==> config.mk <==
export PLATFORM = sky130hd
export DESIGN_NAME = ascon_round_sequencer_flat
export DESIGN_NICKNAME = d
export VERILOG_FILES = /design/src/rtl/ascon_round_sequencer_if.sv /design/src/rtl/ascon_round_sequencer.sv /design/src/flat_wrapper.sv
export SDC_FILE = /design/constraint.sdc
export NUM_CORES = 2
export LEC_CHECK = 0
export BUFFER_PORTS_ARGS = -buffer_cell sky130_fd_sc_hd__buf_4
export CAP_MARGIN = 40
export CELL_PAD_IN_SITES_DETAIL_PLACEMENT = 1
export CELL_PAD_IN_SITES_GLOBAL_PLACEMENT = 2
export CORE_ASPECT_RATIO = 0.5
export CORE_MARGIN = 1
export CORE_UTILIZATION = 36
export DETAILED_ROUTE_END_ITERATION = 10
export MAX_ROUTING_LAYER = met4
export PLACE_DENSITY_LB_ADDON = 0.3
export SLEW_MARGIN = 20
export SYNTH_ARGS = -nofsm -noshare
export SYNTH_HDL_FRONTEND = slang
export SYNTH_SLANG_ARGS = --single-unit
==> constraint.sdc <==
create_clock -name i_clk -period 4.4 [get_ports i_clk]
set_clock_uncertainty 0.2 [all_clocks]
set_input_delay 1.1 -clock i_clk [delete_from_list [all_inputs] [get_ports i_clk]]
set_output_delay 1.1 -clock i_clk [all_outputs]
set_load 0.05 [all_outputs]
==> src/rtl/ascon_round_sequencer_if.sv <==
// Request/response bundle between the mode/control FSM (master) and the
// Ascon round sequencer (slave).
interface ascon_round_sequencer_if;
   logic         start;
   logic         round_sel;
   logic [319:0] state_in;
   logic         busy;
   logic         done;
   logic [319:0] state_out;
   logic [3:0]   rc_idx;

   modport master (
      output start, round_sel, state_in,
      input  busy, done, state_out, rc_idx
   );

   modport slave (
      input  start, round_sel, state_in,
      output busy, done, state_out, rc_idx
   );
endinterface

==> src/rtl/ascon_round_sequencer.sv <==
// Iterative Ascon permutation: one full round (constant, S-box, diffusion) per
// clock, running p^a or p^b on a 320-bit state held in r_state.
module ascon_round_sequencer #(
   parameter int ROUNDS_PA = 12,
   parameter int ROUNDS_PB = 6
) (
   input  logic                   i_clk,
   input  logic                   i_rst_n,
   ascon_round_sequencer_if.slave bus
);

   localparam logic [1:0] ST_IDLE = 2'd0;
   localparam logic [1:0] ST_RUN  = 2'd1;
   localparam logic [1:0] ST_DONE = 2'd2;

   localparam logic [3:0] IDX_PA   = 4'(12 - ROUNDS_PA);
   localparam logic [3:0] IDX_PB   = 4'(12 - ROUNDS_PB);
   localparam logic [3:0] IDX_LAST = 4'd11;

   localparam int ROT_A [5] = '{19, 61, 1, 10, 7};
   localparam int ROT_B [5] = '{28, 39, 6, 17, 41};

   generate
      if (ROUNDS_PA < 1 || ROUNDS_PA > 12) begin : g_bad_pa
         $error("ROUNDS_PA must be in 1..12");
      end
      if (ROUNDS_PB < 1 || ROUNDS_PB > 12) begin : g_bad_pb
         $error("ROUNDS_PB must be in 1..12");
      end
   endgenerate

   function automatic logic [63:0] ror64(input logic [63:0] x, input int n);
      return (x >> n) | (x << (64 - n));
   endfunction

   logic [1:0]   r_fsm;
   logic         r_rst_q;
   logic         r_busy;
   logic         r_done;
   logic [319:0] r_state;
   logic [3:0]   r_rc_idx;

   logic [63:0]  w_x [5];
   logic [63:0]  w_a [5];
   logic [63:0]  w_b [5];
   logic [63:0]  w_s [5];
   logic [319:0] w_round;
   logic [3:0]   w_start_idx;

   // Constant addition folded into the S-box input stage of lane 2.
   assign w_a[0] = w_x[0] ^ w_x[4];
   assign w_a[1] = w_x[1];
   assign w_a[2] = w_x[2] ^ {56'd0, ~r_rc_idx, r_rc_idx} ^ w_x[1];
   assign w_a[3] = w_x[3];
   assign w_a[4] = w_x[4] ^ w_x[3];

   assign w_s[0] = w_b[0] ^ w_b[4];
   assign w_s[1] = w_b[1] ^ w_b[0];
   assign w_s[2] = ~w_b[2];
   assign w_s[3] = w_b[3] ^ w_b[2];
   assign w_s[4] = w_b[4];

   generate
      for (genvar gi = 0; gi < 5; gi++) begin : g_lane
         assign w_x[gi] = r_state[319 - 64*gi -: 64];
         assign w_b[gi] = w_a[gi] ^ (~w_a[(gi + 1) % 5] & w_a[(gi + 2) % 5]);
         assign w_round[319 - 64*gi -: 64] =
            w_s[gi] ^ ror64(w_s[gi], ROT_A[gi]) ^ ror64(w_s[gi], ROT_B[gi]);
      end
   endgenerate

   assign w_start_idx = bus.round_sel ? IDX_PB : IDX_PA;

   // Reset asserts asynchronously but the FSM is only released one edge later,
   // so a start coinciding with reset release is never taken.
   always_ff @(posedge i_clk or negedge i_rst_n) begin
      if (!i_rst_n) r_rst_q <= 1'b0;
      else          r_rst_q <= 1'b1;
   end

   always_ff @(posedge i_clk or negedge i_rst_n) begin
      if (!i_rst_n) begin
         r_fsm    <= ST_IDLE;
         r_busy   <= 1'b0;
         r_done   <= 1'b0;
         r_state  <= '0;
         r_rc_idx <= '0;
      end else if (!r_rst_q) begin
         r_fsm    <= ST_IDLE;
         r_busy   <= 1'b0;
         r_done   <= 1'b0;
         r_state  <= '0;
         r_rc_idx <= '0;
      end else begin
         case (r_fsm)
            ST_IDLE, ST_DONE: begin
               r_done <= 1'b0;
               if (bus.start) begin
                  r_fsm    <= ST_RUN;
                  r_busy   <= 1'b1;
                  r_state  <= bus.state_in;
                  r_rc_idx <= w_start_idx;
               end else begin
                  r_fsm <= ST_IDLE;
               end
            end
            ST_RUN: begin
               r_state <= w_round;
               if (r_rc_idx == IDX_LAST) begin
                  r_fsm  <= ST_DONE;
                  r_busy <= 1'b0;
                  r_done <= 1'b1;
               end else begin
                  r_rc_idx <= r_rc_idx + 4'd1;
               end
            end
            default: begin
               r_fsm  <= ST_IDLE;
               r_busy <= 1'b0;
               r_done <= 1'b0;
            end
         endcase
      end
   end

   assign bus.busy      = r_busy;
   assign bus.done      = r_done;
   assign bus.state_out = r_state;
   assign bus.rc_idx    = r_rc_idx;

endmodule

==> src/flat_wrapper.sv <==
// flat-port wrapper written by rule: the top's interface ports become plain ports
module ascon_round_sequencer_flat 
#(
   parameter int ROUNDS_PA = 12,
   parameter int ROUNDS_PB = 6
)
  (i_clk, i_rst_n, bus_start, bus_round_sel, bus_state_in, bus_busy, bus_done, bus_state_out, bus_rc_idx);
  ascon_round_sequencer_if bus_i ();
  input  logic i_clk;
  input  logic i_rst_n;
  input wire logic [$bits(bus_i.start)-1:0] bus_start;
  input wire logic [$bits(bus_i.round_sel)-1:0] bus_round_sel;
  input wire logic [$bits(bus_i.state_in)-1:0] bus_state_in;
  output wire logic [$bits(bus_i.busy)-1:0] bus_busy;
  output wire logic [$bits(bus_i.done)-1:0] bus_done;
  output wire logic [$bits(bus_i.state_out)-1:0] bus_state_out;
  output wire logic [$bits(bus_i.rc_idx)-1:0] bus_rc_idx;
  assign bus_i.start = bus_start;
  assign bus_i.round_sel = bus_round_sel;
  assign bus_i.state_in = bus_state_in;
  assign bus_busy = bus_i.busy;
  assign bus_done = bus_i.done;
  assign bus_state_out = bus_i.state_out;
  assign bus_rc_idx = bus_i.rc_idx;
  ascon_round_sequencer #(.ROUNDS_PA(ROUNDS_PA), .ROUNDS_PB(ROUNDS_PB)) u_core (.i_clk(i_clk), .i_rst_n(i_rst_n), .bus(bus_i));
endmodule
==> metrics <==
Yosys cell types=39; Mean Syn Cell Area=~9 µm²; Port Buffers=649; # IOs=650; pre-CTS WS=1.15 ns; register area=about 8200 µm²; Achievable Freq=313 MHz; Startpoint Class=flop; row cnt=slightly above 70; DR pass1 iterations=6; synth cell count leaders=xnor2_1 (777), dfrtp_1 (328), xor2_1 (319); slew of the pin with the lowest slew margin=1.14 ns; Post-CTS Setup Bufs=0; crit path capture type=flop; CP Max Fanout=6; Iteration-0 DRC Markers=3193; clock slew at reported path FFs=0.06 ns; final WL=170 mm; TritonCTS Buffers=37; Final Cycle Share=72.7%; pin count of the biggest net entering global routing=192; Final Hold Fails=0; clock sink count=328; vias in the first global route=28123; Hold Crit Class=input port to asynchronous set/reset pin; fillers=8991; area of the multi-input gates=about 19000 µm²; DRC violations left=0; Initial Util=36.4%; gp weighted congestion=1.12; Slew Limit Fails=0; global-route wire length before repair=229 mm; CTS tree=built; CORE AREA=77300 µm²; min cycle time layout=approximately 3.2 ns; MaxCap Viol Count=0; Async SR Flop Fraction=100%; Setup TNS Final=0 ns; Layout area overhead=32.4%; Routed wire per std cell=approximately 34 µm; PnR worst setup slack=1.20 ns; Total Die Area=79400 µm²; RSZ-0062 raised after global routing=no; GRT Total Usage=a little over two fifths; largest cells by area after synthesis=dfrtp_1 (29%), xnor2_1 (24%), xor2_1 (9.9%); Synthesized Nets=3534; H-tree depth=2; clk buf depth=3; initial antenna violation count=6; most frequent cell after synthesis=xnor2_1; share of layout cells above drive strength 1=a little over a quarter; WP data arrival=3.44 ns; EDFF count, synth=0; synthesis-stage register bit count=328; Mapped Area=28200 µm²; drt via density=about 5.7; Syn Inst Count=3081; Die Wd=398 µm; ys flop type=dfrtp_1; status=finished, final reports clean; synth warn=0; Final HPWL DP=142 mm; count of final setup violators=0; root buf cell=clkbuf_16; normalized max-slew margin=23.9%; Die Ht=200 µm; Yosys top cell by area=dfrtp_1; Critical Path RT=4.64 ns; vias=28156; NumNets Final=4335; area share of the largest cell type after synthesis=29.2%; Resized Gates After CTS=0; GRT overflow=0; Worst-Skew Late Latency=0.60 ns; Final ANT Viol Nets=0; sequential element share of the synthesized area=a little under 30%; crit path kind=flop to flop; hold buffers post-CTS=0
==> flip-flops by register name, indices dropped and copies added, names as in the netlist <==
| signal | flops |
|---|---|
| u_core.r_rst_q | 1 |
| u_core.bus.state_out | 320 |
| u_core.bus.done | 1 |
| u_core.r_fsm | 1 |
| u_core.bus.rc_idx | 4 |
| u_core.bus.busy | 1 |
==> worst max-delay path, stage by stage (launching register included) <==
cell and delay (ns):
dfrtp_1 0.49, xor2_1 0.36, ha_1 0.31, xnor2_1 0.63, xnor2_1 0.47, xnor2_1 0.27, xnor2_1 0.22, o21ai_0 0.11
==> final timing paths <==
kind	startpoint	endpoint	slack (ns)	depth (start not counted)
setup / recovery	u_core.bus.rc_idx[0]	u_core.bus.state_out[64]	1.20	7
hold / removal	i_rst_n	u_core.bus.state_out[152]	0.28	1
setup reg to reg	u_core.bus.rc_idx[0]	u_core.bus.state_out[64]	1.20	7
hold reg to reg	u_core.bus.state_out[192]	u_core.bus.state_out[192]	0.39	2
max in group asynchronous	i_rst_n	u_core.bus.state_out[64]	2.69	2
min in group i_clk	u_core.bus.state_out[192]	u_core.bus.state_out[192]	0.39	2
==> cells by family after synthesis <==
| kind of cell | Yosys count | synth area share (%) |
|---|---|---|
| AO/OA/AOI/OAI | 671 | 15.2 |
| XOR/XNOR | 1155 | 37.5 |
| adder cells (fa/ha/maj) | 155 | 6.66 |
| buffers and inverters | 303 | 4.13 |
| flip-flops | 328 | 29.2 |
| multiplexers | 28 | 1.01 |
| other | 1 | 0.0133 |
| AND/OR/NAND/NOR | 440 | 6.30 |
==> per-stage QoR <==
| step | hold WS [ns] | cells | utilization, % | instance area (µm²) |
|---|---|---|---|---|
| finish | 0.281 | 4947 | 48.2 | 37300 |
| global route | 0.336 | 4947 | 48.2 | 37300 |
| CTS | 0.330 | 4930 | 48.1 | 37200 |
| detailed placement | 0.368 | 4866 | 46.5 | 35900 |
| global placement | 0.369 | 4796 | 45.7 | 35300 |
| floorplan | 0.401 | 3081 | - | 28200 |
==> cell usage in the layout, fill, tap and decap left out, drive strengths merged, types with 2 or more instances in the layout <==
cell / synthesis / layout
nor4: 7 / 7
nand3: 2 / 2
a22oi: 248 / 248
xor2: 327 / 327
and3: 7 / 7
nor2: 204 / 204
a21oi: 14 / 14
nand3b: 2 / 2
xnor2: 828 / 828
o21ai: 311 / 311
nand2: 203 / 203
inv: 179 / 180
nand2b: 2 / 2
and2: 3 / 3
nor3: 7 / 7
a211oi: 55 / 55
bufinv: 0 / 3
a311oi: 40 / 40
buf: 35 / 879
mux2i: 28 / 28
ha: 129 / 129
maj3: 26 / 26
dfrtp: 328 / 328
clkinv: 0 / 4
nor2b: 2 / 2
clkbuf: 89 / 60
clkinvlp: 0 / 3
diode: 0 / 4
==> metal layers <==
metal  GRT usage [%]  up-vias  share of wire [%]
li1                -    11914                  -
met4            8.33        0                2.0
met1            59.1    14790                 44
met2            61.7     1274                 42
met5               -        -                  0
met3            14.6      178                 12
==> area by class of cell <==
class	instances	share of cell area (%)
multi-input combinational	2450	51.0
sequential	328	22.0
timing repair buffer	886	18.4
tap	1036	3.48
clock buffer	53	2.91
inverter	179	1.80
clock inverter	11	0.379
antenna	4	0.0268
Power is left out: the tool's default activity adds up to more than one toggle a clock period on the data nets, which glitch-free logic cannot reach.
